**config.mk**
```make
export PLATFORM = sky130hd
export DESIGN_NAME = sqrt_arbiter_flat
export DESIGN_NICKNAME = d
export VERILOG_FILES = /design/src/rtl/sqrt_arbiter_if.sv /design/src/rtl/sqrt_arbiter.sv /design/src/flat_wrapper.sv
export SDC_FILE = /design/constraint.sdc
export NUM_CORES = 1
export LEC_CHECK = 0
export CORE_AREA = 2 2 105 208
export CTS_BUF_LIST = sky130_fd_sc_hd__clkbuf_8
export CTS_CLUSTER_DIAMETER = 100
export DETAILED_ROUTE_END_ITERATION = 16
export DIE_AREA = 0 0 107 210
export GPL_TIMING_DRIVEN = 0
export HOLD_SLACK_MARGIN = 0.03
export PLACE_DENSITY_LB_ADDON = 0.1
export SETUP_SLACK_MARGIN = 0.4
export SLEW_MARGIN = 20
export SYNTH_ARGS = -nofsm -noshare
export SYNTH_HDL_FRONTEND = slang
export SYNTH_SLANG_ARGS = --single-unit
```
**constraint.sdc**
```tcl
create_clock -name clock -period 15.6 [get_ports clock]
set_input_delay 1.56 -clock clock [delete_from_list [all_inputs] [get_ports clock]]
set_output_delay 1.56 -clock clock [all_outputs]
set_load 0.01 [all_outputs]
```
**src/rtl/sqrt_arbiter_if.sv**
```systemverilog
// Request/response bundle between NREQ root requesters, the shared square-root
// engine and the downstream result consumer.
interface sqrt_arbiter_if #(
  parameter int NREQ = 4,
  parameter int IDW  = 2
);
  logic [NREQ-1:0]      req_valid;
  logic [32*NREQ-1:0]   req_data;
  logic [NREQ-1:0]      req_ready;
  logic                 rsp_valid;
  logic [15:0]          rsp_data;
  logic [IDW-1:0]       rsp_id;
  logic                 rsp_ready;
  logic                 busy;

  modport master (
    output req_valid, req_data, rsp_ready,
    input  req_ready, rsp_valid, rsp_data, rsp_id, busy
  );

  modport slave (
    input  req_valid, req_data, rsp_ready,
    output req_ready, rsp_valid, rsp_data, rsp_id, busy
  );
endinterface

```
**src/rtl/sqrt_arbiter.sv**
```systemverilog
// Round-robin shared integer square-root engine: one 32-bit operand at a time,
// four restoring root bits per cycle, result tagged with the requester index.
module sqrt_arbiter #(
  parameter int NREQ = 4,
  parameter int IDW  = 2
) (
  input  logic          clock,
  input  logic          reset,
  sqrt_arbiter_if.slave bus
);

  localparam logic [1:0] S_IDLE = 2'd0;
  localparam logic [1:0] S_CALC = 2'd1;
  localparam logic [1:0] S_DONE = 2'd2;

  logic [1:0]      r_state;
  logic [IDW-1:0]  r_last;
  logic [31:0]     r_op;
  logic [17:0]     r_rem;
  logic [15:0]     r_root;
  logic [1:0]      r_cnt;
  logic [15:0]     r_rspData;
  logic [IDW-1:0]  r_rspId;

  logic [IDW-1:0]  w_grant;
  logic [IDW-1:0]  w_idx;
  logic            w_found;
  logic [NREQ-1:0] w_ready;
  logic [31:0]     w_operand;

  logic [19:0]     w_trial;
  logic [17:0]     w_rem;
  logic [15:0]     w_root;
  logic [31:0]     w_op;
  logic            w_unusedTrial;

  // Scan downward so the closest requester after r_last is written last and wins.
  always_comb begin
    w_grant = '0;
    w_idx   = '0;
    w_found = 1'b0;
    for (int k = NREQ; k >= 1; k--) begin
      w_idx = IDW'((int'(r_last) + k) % NREQ);
      if (bus.req_valid[w_idx]) begin
        w_grant = w_idx;
        w_found = 1'b1;
      end
    end
  end

  always_comb begin
    w_operand = '0;
    for (int i = 0; i < NREQ; i++) begin
      if (w_grant == IDW'(i)) begin
        w_operand = bus.req_data[i*32 +: 32];
      end
    end
  end

  assign w_ready = (r_state == S_IDLE && w_found && !reset) ? (NREQ'(1) << w_grant) : '0;

  // Four restoring steps; the trial is kept wide enough that bit 19 is a true sign.
  always_comb begin
    w_rem         = r_rem;
    w_root        = r_root;
    w_op          = r_op;
    w_trial       = '0;
    w_unusedTrial = 1'b0;
    for (int s = 0; s < 4; s++) begin
      w_trial       = {w_rem, w_op[31:30]} - {2'b00, w_root, 2'b01};
      w_unusedTrial = w_unusedTrial ^ w_trial[18];
      if (!w_trial[19]) begin
        w_rem  = w_trial[17:0];
        w_root = {w_root[14:0], 1'b1};
      end else begin
        w_rem  = {w_rem[15:0], w_op[31:30]};
        w_root = {w_root[14:0], 1'b0};
      end
      w_op = {w_op[29:0], 2'b00};
    end
  end

  always_ff @(posedge clock or posedge reset) begin
    if (reset) begin
      r_state   <= S_IDLE;
      r_last    <= IDW'(NREQ - 1);
      r_op      <= '0;
      r_rem     <= '0;
      r_root    <= '0;
      r_cnt     <= '0;
      r_rspData <= '0;
      r_rspId   <= '0;
    end else begin
      case (r_state)
        S_IDLE: begin
          if (w_found) begin
            r_op    <= w_operand;
            r_rspId <= w_grant;
            r_last  <= w_grant;
            r_rem   <= '0;
            r_root  <= '0;
            r_cnt   <= '0;
            r_state <= S_CALC;
          end
        end
        S_CALC: begin
          r_op   <= w_op;
          r_rem  <= w_rem;
          r_root <= w_root;
          r_cnt  <= r_cnt + 2'd1;
          if (r_cnt == 2'd3) begin
            r_rspData <= w_root;
            r_state   <= S_DONE;
          end
        end
        S_DONE: begin
          if (bus.rsp_ready) begin
            r_state <= S_IDLE;
          end
        end
        default: r_state <= S_IDLE;
      endcase
    end
  end

  assign bus.req_ready = w_ready;
  assign bus.rsp_valid = (r_state == S_DONE);
  assign bus.rsp_data  = r_rspData;
  assign bus.rsp_id    = r_rspId;
  assign bus.busy      = (r_state != S_IDLE);

endmodule

```
**src/flat_wrapper.sv**
```systemverilog
// flat-port wrapper written by rule: the top's interface ports become plain ports
module sqrt_arbiter_flat 
#(
  parameter int NREQ = 4,
  parameter int IDW  = 2
)
  (clock, reset, bus_req_valid, bus_req_data, bus_rsp_ready, bus_req_ready, bus_rsp_valid, bus_rsp_data, bus_rsp_id, bus_busy);
  sqrt_arbiter_if #(.NREQ(NREQ), .IDW(IDW)) bus_i ();
  input  logic clock;
  input  logic reset;
  input wire logic [$bits(bus_i.req_valid)-1:0] bus_req_valid;
  input wire logic [$bits(bus_i.req_data)-1:0] bus_req_data;
  input wire logic [$bits(bus_i.rsp_ready)-1:0] bus_rsp_ready;
  output wire logic [$bits(bus_i.req_ready)-1:0] bus_req_ready;
  output wire logic [$bits(bus_i.rsp_valid)-1:0] bus_rsp_valid;
  output wire logic [$bits(bus_i.rsp_data)-1:0] bus_rsp_data;
  output wire logic [$bits(bus_i.rsp_id)-1:0] bus_rsp_id;
  output wire logic [$bits(bus_i.busy)-1:0] bus_busy;
  assign bus_i.req_valid = bus_req_valid;
  assign bus_i.req_data = bus_req_data;
  assign bus_i.rsp_ready = bus_rsp_ready;
  assign bus_req_ready = bus_i.req_ready;
  assign bus_rsp_valid = bus_i.rsp_valid;
  assign bus_rsp_data = bus_i.rsp_data;
  assign bus_rsp_id = bus_i.rsp_id;
  assign bus_busy = bus_i.busy;
  sqrt_arbiter #(.NREQ(NREQ), .IDW(IDW)) u_core (.clock(clock), .reset(reset), .bus(bus_i));
endmodule
```
==> run metrics <==
Arr. time, crit path 14.81 ns; first-pass GRT wire length 56900 um; Crit path required time 15.88 ns; post-DR vias/cell 5.91; Chip Width 107 um; Max Slew Vio Count 0; critical path class reg2reg; vias in the first global route 10.2k; pin count of the biggest net entering global routing 58; commonest non-fill, non-tap cell in the layout nand2_1; Fillers 2157; Netlist cell types 77; Synth Net Count 1486; Tightest Pin Transition 0.937 ns; WL/cell 21.8 um; die height 210 um; Max Fanout on Critical Path 10; most frequent CP cell a21oi_1; Post-Route Setup TNS 0 ns; Synth Instances 1282; Slew HR 0.369; clock slew at reported path FFs 0.11 ns; TritonCTS clock tree done; 1st-iter DRT viols 647; die area 22500 um^2; area delta synth->final 23.5%; Max clock buf depth 2; drt pass-1 iters 7; Yosys reg bits 90; CP max stage delay 0.49 ns; fin nets 1656; Hold Buf Count CTS 0; CP startpoint kind flip-flop; RD Place Congestion 1.01; Top Ports 159; Syn Std Cell Area 9240 um^2; Remaining DRCs 0; Max Cap Violations 0; Crit. End Element flip-flop; n_diodes 0; crit path from u_core.r_root[10]; I/O Buffers 158; crit share post-route 0.932; # setup viols final 0; Vias 10.2k; layout cells sized above 1 0.0446; Overall Global Routing Usage 0.339; syn_area_per_cell 7.21 um^2; root buf cell clkbuf_8; Final HPWL DP 31300 um; commonest cells after routing, fill and taps aside nand2_1 (253), clkdlybuf4s50_1 (158), o21ai_0 (151), a21oi_1 (91), dfrtp_1 (88); Final Hold Fails 0; ys flop type dfrtp_1; result of the run completed; H-tree level count 3; Yosys warning count 0; cts bufs inserted 9; Critical-path top delay cell clkbuf_1; Hold Crit Class reg2reg; Core Box Area 20900 um^2; TritonCTS Sinks 90; row cnt 75; WL final 37600 um; FF-to-FF path depth 53; register-to-register setup slack 1.07 ns; worst reg2reg path endpoint u_core.r_rem[0]; ANT nets after route 0; initial antenna violation count 0; RR Startpoint u_core.r_root[10]; RSZ-0062 raised after global routing false; Final Critical Period 14.53 ns; worst skew pair latency 0.41 ns; GR Overflow Total 0; sequential-to-total area share from yosys stat 0.244; Starting Density 0.442; clk_skew 0.0200 ns; Post-synth ARST share 1.00; fmax 68.8 MHz; CP Capture Point u_core.r_rem[0]; EDFF count, synth 0
-- synth_stat cells, types with 5 or more instances --
master / number / area share
a211oi_1: 9 / 0.0073
a21boi_0: 6 / 0.0049
a21o_1: 16 / 0.013
a21oi_1: 92 / 0.050
a22oi_1: 27 / 0.022
a31oi_1: 12 / 0.0081
and3_1: 10 / 0.0068
and4_1: 6 / 0.0057
buf_1: 6 / 0.0024
buf_2: 5 / 0.0027
clkbuf_1: 52 / 0.021
dfrtp_1: 88 / 0.24
ha_1: 69 / 0.093
inv_1: 62 / 0.025
mux2_2: 7 / 0.0085
mux2i_1: 5 / 0.0054
nand2_1: 253 / 0.10
nand2b_1: 12 / 0.0081
nand3_1: 70 / 0.038
nand4_1: 14 / 0.0095
nor2_1: 68 / 0.028
nor2b_1: 8 / 0.0054
nor3_1: 23 / 0.012
nor3b_1: 6 / 0.0049
nor4_1: 7 / 0.0047
o211ai_1: 20 / 0.016
o21a_1: 8 / 0.0065
o21ai_0: 151 / 0.082
o21bai_1: 18 / 0.015
o31ai_1: 12 / 0.0097
or2_2: 5 / 0.0034
or3_1: 9 / 0.0061
xnor2_1: 29 / 0.027
xor2_1: 24 / 0.023
-- cell type report --
cell class | instances | area [um^2] | share of cell area
timing repair buffer | 159 | 1610 | 0.141
buffer | 63 | 249 | 0.0218
clock buffer | 9 | 124 | 0.0109
sequential | 90 | 2250 | 0.198
clock inverter | 7 | 80.1 | 0.00702
inverter | 63 | 239 | 0.0209
multi-input combinational | 1066 | 6520 | 0.571
tap | 269 | 337 | 0.0295
-- flip-flops by register name (all words and copies together), names as in the netlist --
name and count:
u_core.r_state 2, u_core.bus.rsp_data 16, u_core.r_root 16, u_core.bus.rsp_id 2, u_core.r_rem 18, u_core.r_op 32
u_core.r_last 2, u_core.r_cnt 2
-- repair_timing --
| item | in CTS | in global routing |
|---|---|---|
| gates resized for setup | 0 | 12 |
| endpoints found under the setup margin | 0 | 20 |
| setup buffers | 0 | 0 |
-- worst min-delay path by stage --
stage / startpoint / endpoint / slack (ns) / cells after the start
floorplan: u_core.r_root[1] / u_core.r_root[1] / 0.45 / 2
global placement: u_core.r_root[3] / u_core.r_root[3] / 0.46 / 2
detailed placement: u_core.r_root[3] / u_core.r_root[3] / 0.47 / 2
CTS: u_core.r_root[3] / u_core.r_root[3] / 0.50 / 2
global route: u_core.bus.rsp_data[6] / u_core.bus.rsp_data[6] / 0.53 / 2
finish: u_core.r_root[3] / u_core.r_root[3] / 0.49 / 2
-- worst max-delay path: cells and delay by family (launching register included) --
family / cells / cell delay, ns
muxes: 2 / 0.69
AOI/OAI and AO/OA: 21 / 4.54
and+or+nand+nor: 17 / 4.03
adders and majority gates: 4 / 1.55
buffers and inverters: 9 / 3.15
DFF: 1 / 0.41
-- layer usage --
layer | track usage | up-vias | routed length, um | part of all wire
met5 | 0 | - | 0 | 0
li1 | - | 4946 | - | -
met1 | 0.300 | 4712 | 11900 | 0.32
met4 | 0.311 | 0 | 4210 | 0.11
met2 | 0.633 | 387 | 19900 | 0.53
met3 | 0.0510 | 161 | 1590 | 0.042
-- stage by stage --
| stage | area, um^2 | setup slack (ns) | hold WS, ns | instances | util |
|---|---|---|---|---|---|
| 2_1_floorplan | 9240 | 4.73 | 0.450 | 1282 | - |
| 3_3_place_gp | 11200 | 0.823 | 0.462 | 1709 | 0.533 |
| 3_5_place_dp | 11200 | 0.787 | 0.472 | 1710 | 0.535 |
| 4_1_cts | 11400 | 0.713 | 0.496 | 1726 | 0.544 |
| 5_1_grt | 11400 | 0.457 | 0.527 | 1726 | 0.545 |
| 6_report | 11400 | 1.07 | 0.493 | 1726 | 0.545 |
-- kinds of logic after synthesis --
kind of cell    share of synthesized area
fa+ha+maj                          0.0934
mux                                0.0156
compound gates                      0.293
xor+xnor                           0.0520
buf+inv                            0.0519
flops                               0.244
simple gates                        0.250
Power is not shown: default switching activity piles up to over one toggle a cycle in this logic, so the estimate is an artifact.
